## config.mk

```make
export PLATFORM = sky130hd
export DESIGN_NAME = uart_rx_flat
export DESIGN_NICKNAME = d
export VERILOG_FILES = /design/src/rtl/uart_pkg.sv /design/src/rtl/uart_rx_if.sv /design/src/rtl/sync_2ff.sv /design/src/rtl/uart_rx.sv /design/src/flat_wrapper.sv
export SDC_FILE = /design/constraint.sdc
export NUM_CORES = 1
export LEC_CHECK = 0
export ABC_AREA = 1
export ABC_CLOCK_PERIOD_IN_PS = 1250
export BUFFER_PORTS_ARGS = -buffer_cell sky130_fd_sc_hd__clkbuf_2
export CAP_MARGIN = 20
export CORE_MARGIN = 2
export CORE_UTILIZATION = 51
export CTS_CLUSTER_SIZE = 10
export DETAILED_ROUTE_END_ITERATION = 8
export PLACE_DENSITY_LB_ADDON = 0.08
export SETUP_SLACK_MARGIN = 0.1
export SLEW_MARGIN = 15
export SYNTH_ARGS = -nofsm -noshare
export SYNTH_HDL_FRONTEND = slang
export SYNTH_SLANG_ARGS = --single-unit
```

## constraint.sdc

```tcl
create_clock -name clk -period 1.25 [get_ports clk]
set_input_delay 0.1875 -clock clk [delete_from_list [all_inputs] [get_ports clk]]
set_output_delay 0.1875 -clock clk [all_outputs]
set_load 0.1 [all_outputs]
```

## src/rtl/uart_pkg.sv

```systemverilog
// rtl/uart_pkg.sv - shared UART state encoding and default framing constants
package uart_pkg;

  typedef enum logic [2:0] {
    IDLE   = 3'd0,
    START  = 3'd1,
    DATA   = 3'd2,
    PARITY = 3'd3,
    STOP   = 3'd4
  } uart_state_e;

  localparam int OS_RATE_DEF = 16;
  localparam int DBIT_DEF    = 8;
  localparam int SB_TICK_DEF = 16;

endpackage

```

## src/rtl/uart_rx_if.sv

```systemverilog
// rtl/uart_rx_if.sv - receiver tick/line inputs and byte result bundle (parity_err with UART_RX_PARITY_EN)
interface uart_rx_if #(parameter int DBIT = uart_pkg::DBIT_DEF);

  logic            s_tick;
  logic            rx;
  logic [DBIT-1:0] dout;
  logic            rx_done_tick;
  logic            frame_err;
`ifdef UART_RX_PARITY_EN
  logic            parity_err;

  modport master (output s_tick, rx, input dout, rx_done_tick, frame_err, parity_err);
  modport slave  (input s_tick, rx, output dout, rx_done_tick, frame_err, parity_err);
`else
  modport master (output s_tick, rx, input dout, rx_done_tick, frame_err);
  modport slave  (input s_tick, rx, output dout, rx_done_tick, frame_err);
`endif

endinterface

```

## src/rtl/sync_2ff.sv

```systemverilog
// rtl/sync_2ff.sv - two-flop synchronizer for asynchronous single-bit inputs
module sync_2ff #(
  parameter logic RESET_VAL = 1'b1
) (
  input  logic clk,
  input  logic rst,
  input  logic d,
  output logic q
);

  logic s1_q, s2_q;
  logic s1_d, s2_d;

  always_comb begin
    s1_d = d;
    s2_d = s1_q;
  end

  always_ff @(posedge clk) begin
    if (rst) begin
      s1_q <= RESET_VAL;
      s2_q <= RESET_VAL;
    end else begin
      s1_q <= s1_d;
      s2_q <= s2_d;
    end
  end

  assign q = s2_q;

endmodule

```

## src/rtl/uart_rx.sv

```systemverilog
// rtl/uart_rx.sv - 16x oversampling UART receiver; UART_RX_PARITY_EN adds a parity bit and parity_err
module uart_rx
  import uart_pkg::*;
#(
  parameter int DBIT    = DBIT_DEF,
  parameter int SB_TICK = SB_TICK_DEF,
  parameter int OS_RATE = OS_RATE_DEF
`ifdef UART_RX_PARITY_EN
  , parameter int PARITY_ODD = 0
`endif
) (
  input  logic     clk,
  input  logic     rst,
  uart_rx_if.slave bus
);

  localparam int S_MAX = (OS_RATE > SB_TICK) ? OS_RATE : SB_TICK;
  localparam int S_W   = (S_MAX > 1) ? $clog2(S_MAX) : 1;
  localparam int N_W   = (DBIT > 1) ? $clog2(DBIT) : 1;
  localparam logic [S_W-1:0] MID_CNT  = S_W'(OS_RATE / 2 - 1);
  localparam logic [S_W-1:0] BIT_LAST = S_W'(OS_RATE - 1);
  localparam logic [S_W-1:0] SB_LAST  = S_W'(SB_TICK - 1);
  localparam logic [N_W-1:0] N_LAST   = N_W'(DBIT - 1);

  logic rx_s;

  uart_state_e     state_q, state_d;
  logic [S_W-1:0]  s_cnt_q, s_cnt_d;
  logic [N_W-1:0]  n_cnt_q, n_cnt_d;
  logic [DBIT-1:0] b_reg_q, b_reg_d;
  logic            armed_q, armed_d;
  logic [DBIT-1:0] dout_q, dout_d;
  logic            done_q, done_d;
  logic            ferr_q, ferr_d;
`ifdef UART_RX_PARITY_EN
  logic            par_q, par_d;
  logic            perr_q, perr_d;
`endif

  sync_2ff #(.RESET_VAL(1'b1)) u_rx_sync (
    .clk (clk),
    .rst (rst),
    .d   (bus.rx),
    .q   (rx_s)
  );

  always_ff @(posedge clk) begin
    if (rst) begin
      state_q <= IDLE;
      s_cnt_q <= '0;
      n_cnt_q <= '0;
      b_reg_q <= '0;
      armed_q <= 1'b0;
      dout_q  <= '0;
      done_q  <= 1'b0;
      ferr_q  <= 1'b0;
`ifdef UART_RX_PARITY_EN
      par_q   <= 1'b0;
      perr_q  <= 1'b0;
`endif
    end else begin
      state_q <= state_d;
      s_cnt_q <= s_cnt_d;
      n_cnt_q <= n_cnt_d;
      b_reg_q <= b_reg_d;
      armed_q <= armed_d;
      dout_q  <= dout_d;
      done_q  <= done_d;
      ferr_q  <= ferr_d;
`ifdef UART_RX_PARITY_EN
      par_q   <= par_d;
      perr_q  <= perr_d;
`endif
    end
  end

  always_comb begin
    state_d = state_q;
    s_cnt_d = s_cnt_q;
    n_cnt_d = n_cnt_q;
    b_reg_d = b_reg_q;
    armed_d = armed_q;
    dout_d  = dout_q;
    done_d  = 1'b0;
    ferr_d  = ferr_q;
`ifdef UART_RX_PARITY_EN
    par_d   = par_q;
    perr_d  = perr_q;
`endif
    case (state_q)
      // A start edge only counts once the line has been seen idle-high,
      // so a stuck-low line cannot retrigger frames.
      IDLE: begin
        if (rx_s) armed_d = 1'b1;
        if (armed_q && !rx_s) begin
          s_cnt_d = '0;
          state_d = START;
        end
      end
      START: if (bus.s_tick) begin
        if (s_cnt_q == MID_CNT) begin
          if (!rx_s) begin
            s_cnt_d = '0;
            n_cnt_d = '0;
            state_d = DATA;
          end else begin
            state_d = IDLE;
          end
        end else begin
          s_cnt_d = s_cnt_q + 1'b1;
        end
      end
      DATA: if (bus.s_tick) begin
        if (s_cnt_q == BIT_LAST) begin
          s_cnt_d = '0;
          b_reg_d = {rx_s, b_reg_q[DBIT-1:1]};
          if (n_cnt_q == N_LAST) begin
`ifdef UART_RX_PARITY_EN
            state_d = PARITY;
`else
            state_d = STOP;
`endif
          end else begin
            n_cnt_d = n_cnt_q + 1'b1;
          end
        end else begin
          s_cnt_d = s_cnt_q + 1'b1;
        end
      end
`ifdef UART_RX_PARITY_EN
      PARITY: if (bus.s_tick) begin
        if (s_cnt_q == BIT_LAST) begin
          par_d   = rx_s;
          s_cnt_d = '0;
          state_d = STOP;
        end else begin
          s_cnt_d = s_cnt_q + 1'b1;
        end
      end
`endif
      STOP: if (bus.s_tick) begin
        if (s_cnt_q == SB_LAST) begin
          dout_d  = b_reg_q;
          done_d  = 1'b1;
          ferr_d  = ~rx_s;
`ifdef UART_RX_PARITY_EN
          perr_d  = ((^b_reg_q) ^ par_q) != PARITY_ODD[0];
`endif
          armed_d = 1'b0;
          state_d = IDLE;
        end else begin
          s_cnt_d = s_cnt_q + 1'b1;
        end
      end
      default: state_d = IDLE;
    endcase
  end

  assign bus.dout         = dout_q;
  assign bus.rx_done_tick = done_q;
  assign bus.frame_err    = ferr_q;
`ifdef UART_RX_PARITY_EN
  assign bus.parity_err   = perr_q;
`endif

endmodule

```

## src/flat_wrapper.sv

```systemverilog
// flat-port wrapper written by rule: the top's interface ports become plain ports
module uart_rx_flat import uart_pkg::*;
#(
  parameter int DBIT    = DBIT_DEF,
  parameter int SB_TICK = SB_TICK_DEF,
  parameter int OS_RATE = OS_RATE_DEF

)
  (clk, rst, bus_s_tick, bus_rx, bus_dout, bus_rx_done_tick, bus_frame_err);
  uart_rx_if #(.DBIT(DBIT)) bus_i ();
  input  logic clk;
  input  logic rst;
  input wire logic [$bits(bus_i.s_tick)-1:0] bus_s_tick;
  input wire logic [$bits(bus_i.rx)-1:0] bus_rx;
  output wire logic [$bits(bus_i.dout)-1:0] bus_dout;
  output wire logic [$bits(bus_i.rx_done_tick)-1:0] bus_rx_done_tick;
  output wire logic [$bits(bus_i.frame_err)-1:0] bus_frame_err;
  assign bus_i.s_tick = bus_s_tick;
  assign bus_i.rx = bus_rx;
  assign bus_dout = bus_i.dout;
  assign bus_rx_done_tick = bus_i.rx_done_tick;
  assign bus_frame_err = bus_i.frame_err;
  uart_rx #(.DBIT(DBIT), .SB_TICK(SB_TICK), .OS_RATE(OS_RATE)) u_core (.clk(clk), .rst(rst), .bus(bus_i));
endmodule
```

# Word level (Yosys, flattened, before mapping)
# Cells that the tools add are included.
[totals] in_bits=4 output_inout_bits=10 elab_cells=78 regBits=31
[op_classes] eq_ne=19 add_sub_neg=2 muxes=31 n_reduce_logical=13 bitwise=3
[ops] cell="two-way mux 3 bit" n=14
[ops] cell="two-way mux 4 bit" n=8
[ops] cell="one-hot mux 4 bit (4 select lines)" n=1
[ops] cell="inequality test 2 bit, second input constant" n=7
[ops] cell="AND reduction 7 bit" n=2
[ops] cell="one-hot mux 3 bit (4 select lines)" n=1
[ops] cell="inequality test 2 x 1 -> 1 bit, second input constant" n=5
[ops] cell="AND reduction 8 bit" n=1
[ops] cell="== test 3 bit, second input constant" n=2
[ops] cell="one-hot mux 3 bit (2 select lines)" n=1
[ops] cell="AND reduction 3 bit" n=2
[ops] cell="adder 4 x 1 -> 4 bit, second input constant" n=1
[ops] cell="== test 4 x 3 -> 1 bit, second input constant" n=1
[ops] cell="== test 4 bit, second input constant" n=1
[ops] cell="two-way mux 1 bit" n=4
[ops] cell="AND reduction 4 bit" n=1
[ops] cell="nonzero test 2 bit" n=2
[ops] cell="nonzero test 4 bit" n=1
[ops] cell="adder 3 x 1 -> 3 bit, second input constant" n=1
[ops] cell="== test 3 x 1 -> 1 bit, second input constant" n=1
[ops] cell="== test 3 x 2 -> 1 bit, second input constant" n=1
[ops] cell="zero test 3 bit" n=1
[ops] cell="inequality test 3 bit, second input constant" n=1
[ops] cell="inverter 1 bit" n=3
[ops] cell="other kinds (5)" n=5

# Logic depth before layout (Yosys ltp)
[depth] depth_word=5 depth_mapped=10 depth_no_buf=10

# Hierarchy
# From an unflattened synthesis, not the netlist that was laid out.
[hier_totals] hier_cells=204 area_unflattened_um2=1438.9
[by_module_without_submodules] module="uart_rx" area_per_inst_um2=1380.1 cells_per_inst=197 n_inst=1 seq_area_each_um2=580.6
[by_module_without_submodules] module="sync_2ff" area_per_inst_um2=58.8 cells_per_inst=7 n_inst=1 seq_area_each_um2=40.0

# Worst setup path before layout
# No wires, ideal clock.
[synth_path] path_type="reg2reg" startpoint="register u_core.s_cnt_q[0]" endpoint="register u_core.dout_q[6] (netlist: u_core.bus.dout[6])" setup_slack_ns=-0.093 t_required_ns=1.129 path_buffers=1 period_less_slack_ns=1.343 setup_ns=0.121 path_stages_with_launch=8 arrival_time_ns=1.221 path_cell_list="dfxtp_1 > ha_1 > nand3_1 > nor2_1 > nand2_2 > buf_2 > nand3_1 > o21ai_1"
[synth_via] elab_chain_cells=2
[synth_rtl] element="start, declared" line_no="uart_rx.sv:28" text="logic [S_W-1:0] s_cnt_q, s_cnt_d;"
[synth_rtl] element="start signal, assigned" line_no="uart_rx.sv:63" text="s_cnt_q <= s_cnt_d;"
[synth_rtl] element="== test 4 bit" line_no="uart_rx.sv:142" text="if (s_cnt_q == SB_LAST) begin"
[synth_rtl] element="AND reduction 3 bit (no line)"
[synth_rtl] element="end signal, assigned" line_no="uart_rx.sv:67" text="dout_q <= dout_d;"
[synth_rtl] element="end, declared" line_no="uart_rx.sv:32" text="logic [DBIT-1:0] dout_q, dout_d;"
# No other way between the ends.
# A chain may end at the register's enable or synchronous reset.

# Final worst setup path
[layout_path] startpoint="register u_core.s_cnt_q[1]" endpoint="register u_core.state_q[1]"
[layout_via] elab_chain_cells=3 elab_cells_between_ends=6 classes_between="eq/ne (5); reduce/logical (1)"
[layout_rtl] element="== test 4 bit or == test 4 x 3 -> 1 bit (tied branches)" line_no="uart_rx.sv:114, uart_rx.sv:142, uart_rx.sv:101"
[layout_rtl] element="inequality test 2 x 1 -> 1 bit (no line)"
[layout_rtl] element="AND reduction 8 bit (no line) (*)"
[layout_rtl] element="end signal, assigned" line_no="uart_rx.sv:62" text="state_q <= state_d;"
[layout_rtl] element="end, declared" line_no="uart_rx.sv:27" text="uart_state_e state_q, state_d;"
# Mark *: on every way between the ends. The rest lies on a longest branch, timed or not.

==> results.sh <==
export IMPL_cts_tree="done"
export IMPL_crit_arrival_ns=1.61
export IMPL_layout_setup_ws_ns=-0.1404
export IMPL_path_max_fanout=5
export IMPL_cts_buffer_depth=2
export IMPL_hold_ws_ns=0.05561
export IMPL_netlist_area_mm2=0.001421
export IMPL_p_seq_share_pct=39.9
export IMPL_routed_wl_um=4048
export IMPL_worst_slew_pin_slew_ns=0.5087
export IMPL_synth_cell_type_count=19
export IMPL_final_cells=281
export IMPL_dr_total_vias=1483
export IMPL_portBuffers=13
export IMPL_min_path_type="primary input to flop"
export IMPL_antenna_cells=0
export IMPL_finalPower_uw=3092
export IMPL_dp_cells=265
export IMPL_irDropWorstVdd_mv=1.347
export IMPL_fin_util_pct=82.46
export IMPL_finalClockSkew_ns=0.01234
export IMPL_min_to="u_core.u_rx_sync.s1_q$_SDFF_PP1_"
export IMPL_max_slew_margin_pct=66.05
export IMPL_core_area_mm2=0.002710
export IMPL_grt_pass1_vias=1493
export IMPL_cellPowerDensity_mw_per_mm2=1384
export IMPL_synth_top_area_share_pct=43.66
export IMPL_drive_gt1_share_pct=48.00
export IMPL_yosysWarnings=0
export IMPL_clk_latency_ns=0.32
export IMPL_period_needed_ns=1.390
export IMPL_r2r_end="u_core.state_q[1]$_SDFFE_PP0P_"
export IMPL_drc=0
export IMPL_power_frac_comb_pct=42.3
export IMPL_endpoint_kind="flop"
export IMPL_antenna_found_initial=0
export IMPL_routedWlPerCell_um=14.41
export IMPL_drtPass1Iterations=4
export IMPL_cts_sinks=31
export IMPL_p_switching_uw=1245
export IMPL_synth_cells=207
export IMPL_io_pins=14
export IMPL_grt_first_pass_wirelength_um=6403
export IMPL_avgSynthCellArea_um2=6.866
export IMPL_fin_nets=256
export IMPL_setup_violations=27
export IMPL_path_class="flop to flop"
export IMPL_gp_congestion=0.8593
export IMPL_n_fill_cell=167
export IMPL_dieWidth_um=56.79
export IMPL_area_growth_pct=57.22
export IMPL_rsz0062_at_grt="true"
export IMPL_run_status="finished with violations"
export IMPL_yosysSeqAreaShare_pct=43.66
export IMPL_min_from="bus_rx"
export IMPL_ys_seq_elements=31
export IMPL_pwr_share_clk_pct=17.8
export IMPL_grt_max_degree=16
export IMPL_numCtsBuffers=5
export IMPL_reg2reg_from="u_core.s_cnt_q[1]$_SDFFE_PP0P_"
export IMPL_max_cap_violations=0
export IMPL_cts_max_level=2
export IMPL_reg2reg_slack_ns=-0.14
export IMPL_ctsHoldBuffers=0
export IMPL_whs_path_depth=2
export IMPL_grt_overflow=0
export IMPL_p_leak_uw=0.001023
export IMPL_rr_worst_depth=8
export IMPL_fp_dieH_um=56.79
export IMPL_synth_area_leaders="dfxtp_1 (44%), nand2_1 (13%), nand3_1 (9.5%), nor2_1 (9.2%), inv_1 (5.5%)"
export IMPL_via_per_inst=5.278
export IMPL_first_iter_violations=90
export IMPL_ant_nets=0
export IMPL_cts_root_buf="clkbuf_4"
export IMPL_internal_power_uw=1847
export IMPL_hold_viol_final=0
export IMPL_synth_top_cell_by_area="dfxtp_1"
export IMPL_p_sw_share_pct=40.25
export IMPL_clock_fmax_ghz=0.7192
export IMPL_clk_pin_slew_worst_paths_ns=0.10
export IMPL_dieArea_mm2=0.003225
export IMPL_synthesis_nets=214
export IMPL_track_usage_pct=24.93
export IMPL_rows=19
export IMPL_required_ns=1.47
export IMPL_start_util_pct=52.45
export IMPL_violations="negative setup slack"
export IMPL_min_period_over_period_pct=111.2
export IMPL_dp_final_hpwl_um=2421
export IMPL_start_kind="flop"
export IMPL_drv_slew=0
worst max-delay path by stage:
stage / slack [ns] / end / depth (start not counted) / start
after floorplan: 0.006 / u_core.state_q[1]$_SDFFE_PP0P_ / 10 / u_core.s_cnt_q[1]$_SDFFE_PP0P_
after global placement: -0.08 / u_core.bus.frame_err$_SDFFE_PP0P_ / 7 / u_core.s_cnt_q[1]$_SDFFE_PP0P_
after detailed placement: -0.16 / u_core.s_cnt_q[1]$_SDFFE_PP0P_ / 8 / u_core.state_q[1]$_SDFFE_PP0P_
after CTS: -0.09 / u_core.bus.dout[0]$_SDFFE_PP0P_ / 8 / u_core.s_cnt_q[0]$_SDFFE_PP0P_
after global routing: -0.23 / u_core.state_q[2]$_SDFFE_PP0P_ / 7 / u_core.s_cnt_q[1]$_SDFFE_PP0P_
final: -0.14 / u_core.state_q[1]$_SDFFE_PP0P_ / 8 / u_core.s_cnt_q[1]$_SDFFE_PP0P_
state kept, by name, summed over array words and instances (netlist names):
| register | count |
|---|---|
| u_core.armed_q | 1 |
| u_core.b_reg_q | 8 |
| u_core.bus.dout | 8 |
| u_core.bus.frame_err | 1 |
| u_core.bus.rx_done_tick | 1 |
| u_core.n_cnt_q | 3 |
| u_core.s_cnt_q | 4 |
| u_core.state_q | 3 |
| u_core.u_rx_sync.q | 1 |
| u_core.u_rx_sync.s1_q | 1 |
cell usage after synthesis, drive strengths merged:
cell,instances
o21ai,13
xor2,1
nor2,38
or2,3
clkbuf,1
ha,3
dfxtp,31
o211a,1
nand2,53
nand3,27
a21oi,11
inv,23
buf,2
cells by family after synthesis:
group / share of synthesized area [%]
flip-flops: 43.66
buffers and inverters: 7.482
XOR/XNOR: 0.6163
adder cells (fa/ha/maj): 2.641
AO/OA/AOI/OAI: 9.155
AND/OR/NAND/NOR: 36.44
cell usage in the layout (no fill, tap or decap), drive strengths merged:
cell and count:
xor2 1, buf 34, dfxtp 31, or2 3, clkinvlp 1, o21ai 13
nand3 27, clkbuf 10, ha 3, clkinv 1, inv 23, o211a 1
nor2 38, a21oi 11, nand2 53
stage by stage:
step / instance area (µm²) / setup TNS (ns) / worst slack, ns
after floorplan: 1446 / 0 / 0.006440
after global placement: 1808 / -0.9347 / -0.08406
after detailed placement: 1808 / -2.521 / -0.1609
after CTS: 2071 / -0.8778 / -0.08683
after global routing: 2235 / -4.524 / -0.2273
final: 2235 / -1.918 / -0.1404
power groups by stage:
stage          Sequential, µW  Combinational, µW  Clock (µW)
3_3_place_gp             1180                817           0
4_1_cts                  1220               1060         561
3_5_place_dp             1190                857           0
6_report                 1230               1310         550
5_1_grt                  1250               1420         605
2_1_floorplan            1180                607           0
worst max-delay path, stage by stage (launching register included):
cell and delay, ns:
dfxtp_2 0.36, ha_4 0.18, nand3_4 0.12, nand2_2 0.13
nand2_1 0.11, nor2_4 0.19, nand3_1 0.10, nand2_1 0.08
nor2_1 0.04
per-layer routing:
layer  vias up  wire length, µm  track usage, %
met2        38             2175           44.68
li1        743                -               -
met4         0               72           8.306
met5         -                0               0
met3        10              161           6.452
met1       692             1639           28.55
area by class of cell:
class / count / area [µm²] / area share, %
multi-input combinational: 150 / 980.9 / 43.90
timing repair inverter: 1 / 7.507 / 0.3359
inverter: 23 / 101.3 / 4.535
clock buffer: 7 / 45.04 / 2.016
sequential: 31 / 636.9 / 28.50
tap: 31 / 38.79 / 1.736
timing repair buffer: 37 / 419.2 / 18.76
clock inverter: 1 / 5.005 / 0.2240
repair_timing:
| action | in CTS | in global routing |
|---|---|---|
| gates resized for setup | 51 | 42 |
| buffers inserted | 5 | 1 |
| gates cloned | 2 | 0 |
| endpoints found under the setup margin | 29 | 29 |
| pin swaps | 15 | 19 |
Power figures use the tool's default switching activity.
